--- src/rtl/vector_pkg.sv ---
// Shared types and constants for the beam scheduler slice.
// Provides the DAC coordinate width, the point payload, the scheduler state
// encoding and the default park coordinates.
package vector_pkg;

    localparam int unsigned DAC_W      = 8;
    localparam int unsigned PARK_X_DEF = 128;
    localparam int unsigned PARK_Y_DEF = 128;

    typedef struct packed {
        logic [DAC_W-1:0] x;
        logic [DAC_W-1:0] y;
    } point_t;

    typedef enum logic [1:0] {
        PARK = 2'd0,
        CUR  = 2'd1,
        VEC  = 2'd2
    } sched_state_t;

endpackage

--- src/rtl/dac_dwell_timer.sv ---
// Dwell timer: loadable down-counter that holds each DAC point.
// Ports: clk, rst (sync, active-high), load (start a dwell of DWELL cycles),
//        done (counter at zero, a new point may be accepted).
module dac_dwell_timer #(
    parameter int unsigned DWELL = 4
) (
    input  logic clk,
    input  logic rst,
    input  logic load,
    output logic done
);

    localparam int unsigned CW = $clog2(DWELL + 1);

    logic [CW-1:0] dwell_cnt;

    // Load DWELL-1 so the point is held DWELL cycles including the load cycle; saturate at 0.
    always_ff @(posedge clk) begin
        if (rst) begin
            dwell_cnt <= '0;
        end else if (load) begin
            dwell_cnt <= CW'(DWELL - 1);
        end else if (dwell_cnt != '0) begin
            dwell_cnt <= dwell_cnt - CW'(1);
        end
    end

    assign done = (dwell_cnt == '0);

endmodule

--- src/rtl/dac_beam_scheduler.sv ---
// Beam scheduler: shares the X/Y DAC pair between the cursor overlay and the
// vector stream. Each frame runs a bounded cursor window, then vectors, then parks.
// Ports: clk, rst (sync, active-high), frame_tick, vec_* (vector point stream
//        with last marker), cur_* (cursor point stream), xch/ych (DAC codes),
//        go_flag/halt_flag (drawing/parked), frame_overrun (tick while busy).
module dac_beam_scheduler
    import vector_pkg::*;
#(
    parameter int unsigned W       = DAC_W,
    parameter int unsigned DWELL   = 4,
    parameter int unsigned CUR_PTS = 16,
    parameter int unsigned TIMEOUT = 1024,
    parameter int unsigned PARK_X  = PARK_X_DEF,
    parameter int unsigned PARK_Y  = PARK_Y_DEF
) (
    input  logic         clk,
    input  logic         rst,
    input  logic         frame_tick,
    input  logic         vec_valid,
    input  logic [W-1:0] vec_x,
    input  logic [W-1:0] vec_y,
    input  logic         vec_last,
    output logic         vec_ready,
    input  logic         cur_valid,
    input  logic [W-1:0] cur_x,
    input  logic [W-1:0] cur_y,
    output logic         cur_ready,
    output logic [W-1:0] xch,
    output logic [W-1:0] ych,
    output logic         go_flag,
    output logic         halt_flag,
    output logic         frame_overrun
);

    localparam int unsigned CC_W = $clog2(CUR_PTS + 1);
    localparam int unsigned IC_W = $clog2(TIMEOUT + 1);

    sched_state_t    state;
    sched_state_t    state_nxt;
    logic [CC_W-1:0] cur_cnt;
    logic [IC_W-1:0] idle_cnt;
    logic            tick_pending;
    logic            last_pending;
    logic            dwell_done;
    logic            cur_xfer;
    logic            vec_xfer;
    logic            idle_expired;

    dac_dwell_timer #(.DWELL(DWELL)) u_dwell (
        .clk  (clk),
        .rst  (rst),
        .load (cur_xfer | vec_xfer),
        .done (dwell_done)
    );

    // Readies depend on registers only; the last vector point blocks further
    // vector transfers while its dwell runs out.
    assign vec_ready    = (state == VEC) && dwell_done && !last_pending;
    assign cur_ready    = (state == CUR) && dwell_done && (cur_cnt != '0);
    assign cur_xfer     = cur_valid && cur_ready;
    assign vec_xfer     = vec_valid && vec_ready;
    assign idle_expired = !vec_xfer && (idle_cnt == IC_W'(TIMEOUT - 1));

    // Next-state decode.
    always_comb begin
        state_nxt = state;
        unique case (state)
            PARK: if (frame_tick || tick_pending) state_nxt = CUR;
            CUR:  if (dwell_done && ((cur_cnt == '0) || !cur_valid)) state_nxt = VEC;
            VEC:  if ((last_pending && dwell_done) || idle_expired) state_nxt = PARK;
            default: state_nxt = PARK;
        endcase
    end

    // State, counters and registered outputs.
    always_ff @(posedge clk) begin
        if (rst) begin
            state         <= PARK;
            xch           <= W'(PARK_X);
            ych           <= W'(PARK_Y);
            go_flag       <= 1'b0;
            halt_flag     <= 1'b1;
            frame_overrun <= 1'b0;
            cur_cnt       <= '0;
            idle_cnt      <= '0;
            tick_pending  <= 1'b0;
            last_pending  <= 1'b0;
        end else begin
            state         <= state_nxt;
            go_flag       <= (state_nxt == CUR) || (state_nxt == VEC);
            halt_flag     <= (state_nxt == PARK);
            frame_overrun <= frame_tick && (state != PARK);

            // A tick while busy is remembered; leaving PARK consumes it.
            if (frame_tick && (state != PARK)) begin
                tick_pending <= 1'b1;
            end else if ((state == PARK) && (state_nxt == CUR)) begin
                tick_pending <= 1'b0;
            end

            if ((state == PARK) && (state_nxt == CUR)) begin
                cur_cnt <= CC_W'(CUR_PTS);
            end else if (cur_xfer && (cur_cnt != '0)) begin
                cur_cnt <= cur_cnt - CC_W'(1);
            end

            if ((state == CUR) && (state_nxt == VEC)) begin
                idle_cnt <= '0;
            end else if (state == VEC) begin
                if (vec_xfer) begin
                    idle_cnt <= '0;
                end else if (idle_cnt != IC_W'(TIMEOUT - 1)) begin
                    idle_cnt <= idle_cnt + IC_W'(1);
                end
            end

            if (state_nxt == PARK) begin
                last_pending <= 1'b0;
            end else if (vec_xfer && vec_last) begin
                last_pending <= 1'b1;
            end

            if (state_nxt == PARK) begin
                xch <= W'(PARK_X);
                ych <= W'(PARK_Y);
            end else if (cur_xfer) begin
                xch <= cur_x;
                ych <= cur_y;
            end else if (vec_xfer) begin
                xch <= vec_x;
                ych <= vec_y;
            end
        end
    end

endmodule

--- config.mk ---
export PLATFORM = sky130hd
export DESIGN_NAME = dac_beam_scheduler
export DESIGN_NICKNAME = d
export VERILOG_FILES = /design/src/rtl/vector_pkg.sv /design/src/rtl/dac_dwell_timer.sv /design/src/rtl/dac_beam_scheduler.sv
export SDC_FILE = /design/constraint.sdc
export NUM_CORES = 1
export LEC_CHECK = 0
export ABC_AREA = 1
export BUFFER_PORTS_ARGS = -buffer_cell sky130_fd_sc_hd__buf_2
export CORE_MARGIN = 3
export CORE_UTILIZATION = 49
export CTS_BUF_LIST = sky130_fd_sc_hd__clkbuf_2
export DETAILED_ROUTE_END_ITERATION = 16
export PLACE_DENSITY = 0.75
export SLEW_MARGIN = 15
export SYNTH_ARGS = -nofsm -noshare
export SYNTH_HDL_FRONTEND = slang
export SYNTH_SLANG_ARGS = --single-unit
--- constraint.sdc ---
create_clock -name clk -period 6.9 [get_ports clk]
set_input_delay 0.69 -clock clk [delete_from_list [all_inputs] [get_ports clk]]
set_output_delay 0.69 -clock clk [all_outputs]
set_load 0.005 [all_outputs]
==> results of run 1 <==
[stage by stage]
stage	instances	worst slack (ps)	total power, mW
final	442	4220	0.716
after global routing	442	3880	0.778
after CTS	442	4220	0.723
after detailed placement	434	4210	0.581
after global placement	434	4350	0.574
after floorplan	335	4630	0.517
[cell usage after synthesis (all sizes together)]
cell     n  area share
a21oi   24       0.053
xor2     1      0.0039
a31oi    1      0.0028
nor3     6       0.013
buf      7       0.025
a31o     1      0.0039
ha       8       0.044
nand2   85        0.15
nand4   16       0.051
dfxtp   42        0.37
inv     67        0.11
o21bai   1      0.0033
clkbuf   4      0.0066
a21boi   1      0.0033
nand3   28       0.070
o21ai    9       0.020
nor2    32       0.060
xnor2    2      0.0077
[worst min path at each step]
stage                             to  slack (ps)  depth (start not counted)
after CTS                     xch[0]         480                          2
after floorplan           cur_cnt[0]         440                          2
final                         xch[2]         480                          2
after global routing         go_flag         460                          2
after detailed placement      xch[0]         460                          2
after global placement        xch[3]         450                          2
[per-layer routing]
metal  share of wire  vias up
met4           0.012        0
li1                -     1151
met2            0.46       66
met1            0.45      941
met3           0.076        7
met5               0        -
[state kept, by name, summed over array words and instances (netlist names)]
name,flops
idle_cnt,11
xch,8
ych,8
cur_cnt,5
u_dwell.dwell_cnt,3
state,2
frame_overrun,1
go_flag,1
halt_flag,1
last_pending,1
tick_pending,1
[final cells by class]
type                       instances  area [sq um]  share of cell area
clock buffer                       5          25.0             0.00958
tap                               52          65.1              0.0249
inverter                          67           254              0.0973
clock inverter                     3          40.0              0.0153
multi-input combinational        215          1100               0.420
timing repair buffer              58           290               0.111
sequential                        42           841               0.322
[critical path, stage by stage (launching register included)]
cell and delay [ps]:
dfxtp_1 390, inv_1 60, ha_1 200, nand2_2 140, inv_1 130, nand4_4 140, nand2_4 120, a21boi_0 410
inv_1 100, ha_1 210, nand2_1 60, nand2_1 40, inv_1 50, nand2_1 40, inv_1 240, o21ai_0 130
a21oi_1 130
[power groups by stage]
stage	combinational [mW]	sequential [mW]	clock, mW
global placement	0.277	0.296	0
floorplan	0.221	0.297	0
global route	0.323	0.297	0.158
finish	0.283	0.292	0.140
CTS	0.286	0.293	0.144
detailed placement	0.283	0.298	0
[logic make-up after synthesis]
kind of cell,count (synthesis),synth area share
AOI/OAI and AO/OA,37,0.0863
xor gates and xnor gates,3,0.0116
adders and majority gates,8,0.0442
buffers and inverters,78,0.144
DFF,42,0.372
and+or+nand+nor,167,0.342
==> out/qor.csv, run 1 <==
metric,value,unit
crit_type,flip-flop to flip-flop,
rows,24,
skew,18.3,ps
crit_start,u_dwell.dwell_cnt[0],
ant_nets,0,
synth_cell_types,27,
r2r-end,idle_cnt[1],
clock-sinks,42,
p_clk_frac,0.195,
clk_latency,410,ps
nets,435,
rrSetupSlack,4220,ps
yosysWarnings,0,
switching_share,0.402,
p_int,0.428,mW
cts_tree,yes,
period_share,0.388,
grt_overflow_total,0,
nFillCells,417,
cap_viol_max_count,0,
layout_common_cells,"nand2_1, inv_1, buf_2, dfxtp_1, nor2_1",
crit_end,idle_cnt[1],
final_util,0.592,
syn2layout_area_growth,15.4,%
setup_viol,0,
hold_path_class,flip-flop to flip-flop,
cts_hold_buffers,0,
clk_pin_slew_worst_paths,210,ps
endpoint_kind,flip-flop,
mostFrequentLayoutCell,nand2_1,
place.gp.congestion,0.859,
finalHoldViolations,0,
place_hpwl,3.49,mm
mappedNetlistArea,0.00226,sq mm
tns,0,ps
core,0.00441,sq mm
hold_ws,477,ps
seq_power_share,0.409,
period_minus_slack,2680,ps
wirelength,4.74,mm
syn-num-nets,381,
cellPowerDensity,274,mW/mm^2
ir_drop,0.000138,V
slew_headroom,0.644,
p_leak,1.34,nW
first_pass_iters,4,
cts.htree.levels,2,
timing.rr.start,u_dwell.dwell_cnt[0],
via_count,2165,
cts.repair.resized,0,
cp.required,7240,ps
start_util,0.512,
cts_buffer_depth,2,
routed_via_density,4.90,
fin_area,0.00261,sq mm
grt_util_met2,0.306,
crit_fanout,14,
avgSynthCellArea,6.75,sq um
die_area,0.00547,sq mm
numCtsBuffers,5,
max_freq,374,MHz
hp-start,xch[2],
worst_pin_slew,533,ps
drv_slew,0,
grt_util_all_layers,0.185,
ioPinCount,59,
cts_setup_buffers,0,
dpl_cell_area,0.00255,sq mm
rsz0062_at_grt,false,
p_switching,0.288,mW
drive_gt1_frac,0.195,
routedWlPerCell,10.7,um
status,"complete, no violations",
rr_worst_depth,16,
cp_data_arrival_time,3020,ps
antenna_found_initial,0,
ys_ff_latch,42,
p_comb_frac,0.396,
port_buffers,58,
die_h,73.9,um
antennaDiodeCount,0,
grt_pass1_wl,7.90,mm
dieWidth,73.9,um
grt-busiest-layer,met2,
synth_seq_area_share,0.372,
grt_use_met1,0.232,
syn_inst,335,
startpoint_type,flip-flop,
clock-root-buffer,clkbuf_2,
drtIter0Drc,102,
met3_usage,0.0514,
grt_pass1_vias,1832,
grt_max_degree,25,
drc,0,
(Power assumes the default switching activity.)
==> run 2, diff against run 1 <==
Settings changed: PLACE_DENSITY 0.75 to 0.78.
Clock period 6.9 ns to 2.2 ns, I/O delays scaled along.
==> run 2 against run 1 <==
Hold slack worse by 410 ps. Via count up 1.3%. Clock skew barely moved. Total power grew to 3.1 times the previous value. Sequential cell count stayed put. Global-route usage rose by 1.0 points. Die area stayed put. Sequential share of layout area down 0.95 points. Clock power up 130%. Largest power group is now combinational cells.
==> out/qor.csv, run 2 (synthesized netlist as in run 1, its figures left out) <==
metric,value,unit
cp.required,2530,ps
endpoint_kind,flip-flop,
setup_viol,0,
via_count,2194,
crit_type,flip-flop to flip-flop,
cts_buffer_depth,2,
cp_data_arrival_time,2320,ps
ant_nets,0,
nets,448,
critPathSlowestCell,dfxtp_2,
largest_reg_flops,11,
crit_fanout,6,
tns,0,ps
nFillCells,421,
fin_ws,215,ps
ioPinCount,59,
drv_slew,0,
clock-sinks,42,
die_h,73.9,um
drtIter0Drc,109,
rows,24,
period_minus_slack,1980,ps
hold_ws,70.6,ps
hold_path_class,primary input to flip-flop,
status,"complete, no violations",
clk_pin_slew_worst_paths,190,ps
rsz0062_at_grt,false,
start_util,0.512,
place_hpwl,3.66,mm
grt_util_all_layers,0.195,
first_pass_iters,4,
port_buffers,58,
max_stage_delay,360,ps
antenna_found_initial,0,
numCtsBuffers,5,
cellPowerDensity,824,mW/mm^2
layout_common_cells,"nand2_1, inv_1, buf_2, dfxtp_1, nor2_1",
grt_overflow_total,0,
startpoint_type,flip-flop,
clk_latency,400,ps
crit_chain,"inv_1, ha_1, nand2_2, inv_2, nand4_4, nand2_4, a21boi_2, buf_4, ha_1, nand2_1, nand2_1, o21bai_1, a21oi_1",
max_freq,504,MHz
routed_via_density,4.82,
period_share,0.902,
drive_gt1_frac,0.238,
cts.htree.levels,2,
cts_tree,yes,
antennaDiodeCount,0,
finalHoldViolations,0,
skew,18.4,ps
p_leak,1.39,nW
cap_viol_max_count,0,
slew_headroom,0.773,
syn2layout_area_growth,19.5,%
dieWidth,73.9,um
grt_max_degree,25,
die_area,0.00547,sq mm
routedWlPerCell,10.7,um
clock-root-buffer,clkbuf_2,
ir_drop,0.000443,V
place.gp.congestion,0.866,
pre_cts_ws,9.28,ps
reg.largest.list,"idle_cnt (11), xch (8), ych (8)",
mostFrequentLayoutCell,nand2_1,
grt_pass1_wl,8.44,mm
grt_pass1_vias,2080,
wirelength,4.85,mm
drc,0,
core,0.00441,sq mm
worst_pin_slew,339,ps
largest-register,idle_cnt,
## run 2: cell types whose count changed in the layout (fill, tap and decap cells not counted), sizes merged
cell         delta
dlygate4sd3     +2
buf            +11
bufinv          -1
clkbuf          +1
## run 2: final timing paths
kind	to	slack [ps]	start	cells past startpoint
setup / recovery	cur_cnt[1]	220	u_dwell.dwell_cnt[0]	13
hold / removal	xch[7]	70	cur_x[7]	3
setup reg to reg	cur_cnt[1]	220	u_dwell.dwell_cnt[0]	13
hold reg to reg	ych[2]	480	ych[2]	2
## run 2: critical path, delay by kind of cell, from the launching register on
family | cells | cell delay, ps
and+or+nand+nor | 5 | 590
buffers and inverters | 3 | 330
AOI/OAI and AO/OA | 3 | 330
DFF | 1 | 360
adders and majority gates | 2 | 330
## run 2: final cells by class
class,instances,area (sq um),share of cell area
multi-input cells,215,1110,0.410
flip-flops and latches,42,845,0.313
repair buffers,71,393,0.145
inverters,67,254,0.0940
well taps,52,65.1,0.0241
clock buffers,6,30.0,0.0111
clock inverters,2,8.76,0.00324
## run 2: timing repair
action,CTS,global route
endpoints found under the setup margin,22,13
gates resized for setup,3,8
hold buffers,2,0
buffers inserted,0,1
hold endpoints to repair,5,0
cloned,0,0
## run 2: per-stage QoR
step,cell area [sq um],total power [mW],utilization,instances
final,2700,2.23,0.612,455
after global routing,2700,2.42,0.612,455
after CTS,2680,2.23,0.607,454
after detailed placement,2620,1.89,0.594,444
after global placement,2620,1.87,0.594,444
after floorplan,2260,1.62,-,335
## run 2: routing by layer
metal	GRT usage	vias to the layer above	routed length [um]
met5	0	-	0
met4	0.0523	0	47
met3	0.0635	5	310
met2	0.343	51	2360
met1	0.228	961	2130
li1	-	1177	-
## run 2: report_power, final
group / internal, mW / switching, mW
registers: 0.869 / 0.0519
logic: 0.365 / 0.618
clock network: 0.0783 / 0.245
==> run 3, diff against run 2 <==
Settings changed: CORE_UTILIZATION 49 to 25, PLACE_DENSITY 0.78 to not set.
==> run 3 against run 2 <==
Utilization down 28 points. Clock skew is 23 ps higher. Total power is 13% higher. Clock power grew 46%. Design area up 6.7%. Hold slack got worse by 7.8 ps. First-iteration DRC count decreased by 39%. Sequential cell count unchanged. Critical path type unchanged. Critical endpoint is now xch[6].
==> out/qor.csv, run 3 (synthesized netlist as in run 1, its figures left out) <==
metric,value,unit
status,"complete, no violations",
drv_slew,0,
grt_pass1_vias,2091,
largest_reg_flops,11,
routedWlPerCell,10.9,um
cts_buffer_depth,2,
hold-path-endpoint,ych[7],
cts.htree.levels,2,
fin_cells,518,
endpoint_kind,flip-flop,
drive_gt1_frac,0.259,
drc,0,
place_hpwl,4.28,mm
clk_pin_slew_worst_paths,270,ps
cap_viol_max_count,0,
ir_drop,0.000311,V
mostFrequentLayoutCell,nand2_1,
start_util,0.258,
cp_data_arrival_time,2400,ps
crit_type,flip-flop to flip-flop,
timing.rr.start,u_dwell.dwell_cnt[0],
first_pass_iters,4,
critPathSlowestCell,dfxtp_2,
antenna_found_initial,0,
worst_pin_slew,364,ps
die_h,101,um
clk_latency,410,ps
drtIter0Drc,66,
p_int,1.53,mW
grt_overflow_total,0,
startpoint_type,flip-flop,
dpl_cell_area,0.00271,sq mm
wirelength,5.62,mm
die_area,0.0102,sq mm
numCtsBuffers,5,
hold-path-cell-count,3,
place.gp.congestion,0.768,
fin_area,0.00288,sq mm
cp.required,2530,ps
p_comb_frac,0.445,
dieWidth,101,um
nets,455,
power,2.52,mW
clock-root-buffer,clkbuf_2,
dp_cells,503,
rows,34,
hold_path_class,primary input to flip-flop,
max_stage_delay,380,ps
ant_nets,0,
grt_pass1_wl,9.39,mm
syn2layout_area_growth,27.5,%
cp_common_cell,buf_4,
p_leak,1.44,nW
ioPinCount,59,
r2r-end,xch[6],
seq_power_share,0.368,
via_count,2218,
period_share,0.938,
skew,40.9,ps
p_switching,0.985,mW
antennaDiodeCount,0,
rsz0062_at_grt,true,
p_clk_frac,0.187,
layout_common_cells,"nand2_1, inv_1, buf_2, dfxtp_1, nor2_1",
final_util,0.329,
nFillCells,963,
reg.largest.list,"idle_cnt (11), xch (8), ych (8)",
setup_viol,0,
rrSetupSlack,140,ps
finalHoldViolations,0,
grt_util_all_layers,0.113,
max_freq,485,MHz
cellPowerDensity,873,mW/mm^2
cts_tree,yes,
routed_via_density,4.28,
period_minus_slack,2060,ps
port_buffers,58,
core,0.00876,sq mm
slew_headroom,0.757,
grt_max_degree,18,
hold_ws,62.9,ps
clock-sinks,42,
hp-start,cur_y[7],
largest-register,idle_cnt,
crit_fanout,11,
switching_share,0.391,
crit_chain,"inv_1, ha_1, nand2_2, buf_4, nor2_4, nand2_1, a21boi_2, buf_4, ha_1, nor2_2, inv_1, buf_4, a21oi_1",
rr_worst_depth,13,
## run 3: power groups by stage
stage	sequential, mW	combinational, mW	clock, mW
finish	0.928	1.12	0.470
global route	0.939	1.27	0.507
CTS	0.926	1.03	0.488
detailed placement	0.939	1.01	0
global placement	0.935	1.00	0
floorplan	0.930	0.692	0
## run 3: critical path, delay by kind of cell, from the launching register on
family	cells	cell delay [ps]
AOI/OAI and AO/OA	2	260
adders and majority gates	2	340
DFF	1	380
buffers and inverters	5	610
and+or+nand+nor	4	390
## run 3: per-layer routing
metal / wire (um) / vias to the layer above / GRT usage
li1: - / 1189 / -
met1: 2730 / 973 / 0.146
met2: 2550 / 54 / 0.188
met3: 318 / 2 / 0.0298
met4: 33 / 0 / 0.0317
met5: 0 / - / 0
## run 3: worst max-delay path by stage
stage	start	endpoint	slack [ps]	depth (start not counted)
after floorplan	u_dwell.dwell_cnt[0]	idle_cnt[1]	30	17
after global placement	idle_cnt[0]	idle_cnt[8]	130	17
after detailed placement	idle_cnt[0]	idle_cnt[9]	70	17
after CTS	u_dwell.dwell_cnt[0]	cur_ready	20	9
after global routing	idle_cnt[0]	idle_cnt[9]	-20	17
final	u_dwell.dwell_cnt[0]	xch[6]	140	13
## run 3: timing repair
item | 4_1_cts | 5_1_grt
setup buffers | 0 | 5
pin swaps | 0 | 2
endpoints found under the setup margin | 5 | 30
hold buffers | 2 | 0
resized for setup | 3 | 14
hold endpoints to repair | 4 | 0
## run 3: area by class of cell
type                       instances  area (sq um)  share of cell area
inverter                          67           254              0.0881
multi-input combinational        215          1120               0.389
clock inverter                     2          37.5              0.0130
clock buffer                       6          30.0              0.0104
timing repair buffer              78           462               0.160
tap                              108           135              0.0469
sequential                        42           845               0.293
## run 3: per-stage QoR
| stage | setup slack [ps] | setup TNS [ps] |
|---|---|---|
| 3_3_place_gp | 134 | 0 |
| 6_report | 137 | 0 |
| 5_1_grt | -18.8 | -22.4 |
| 4_1_cts | 20.2 | 0 |
| 2_1_floorplan | 34.2 | 0 |
| 3_5_place_dp | 65.3 | 0 |
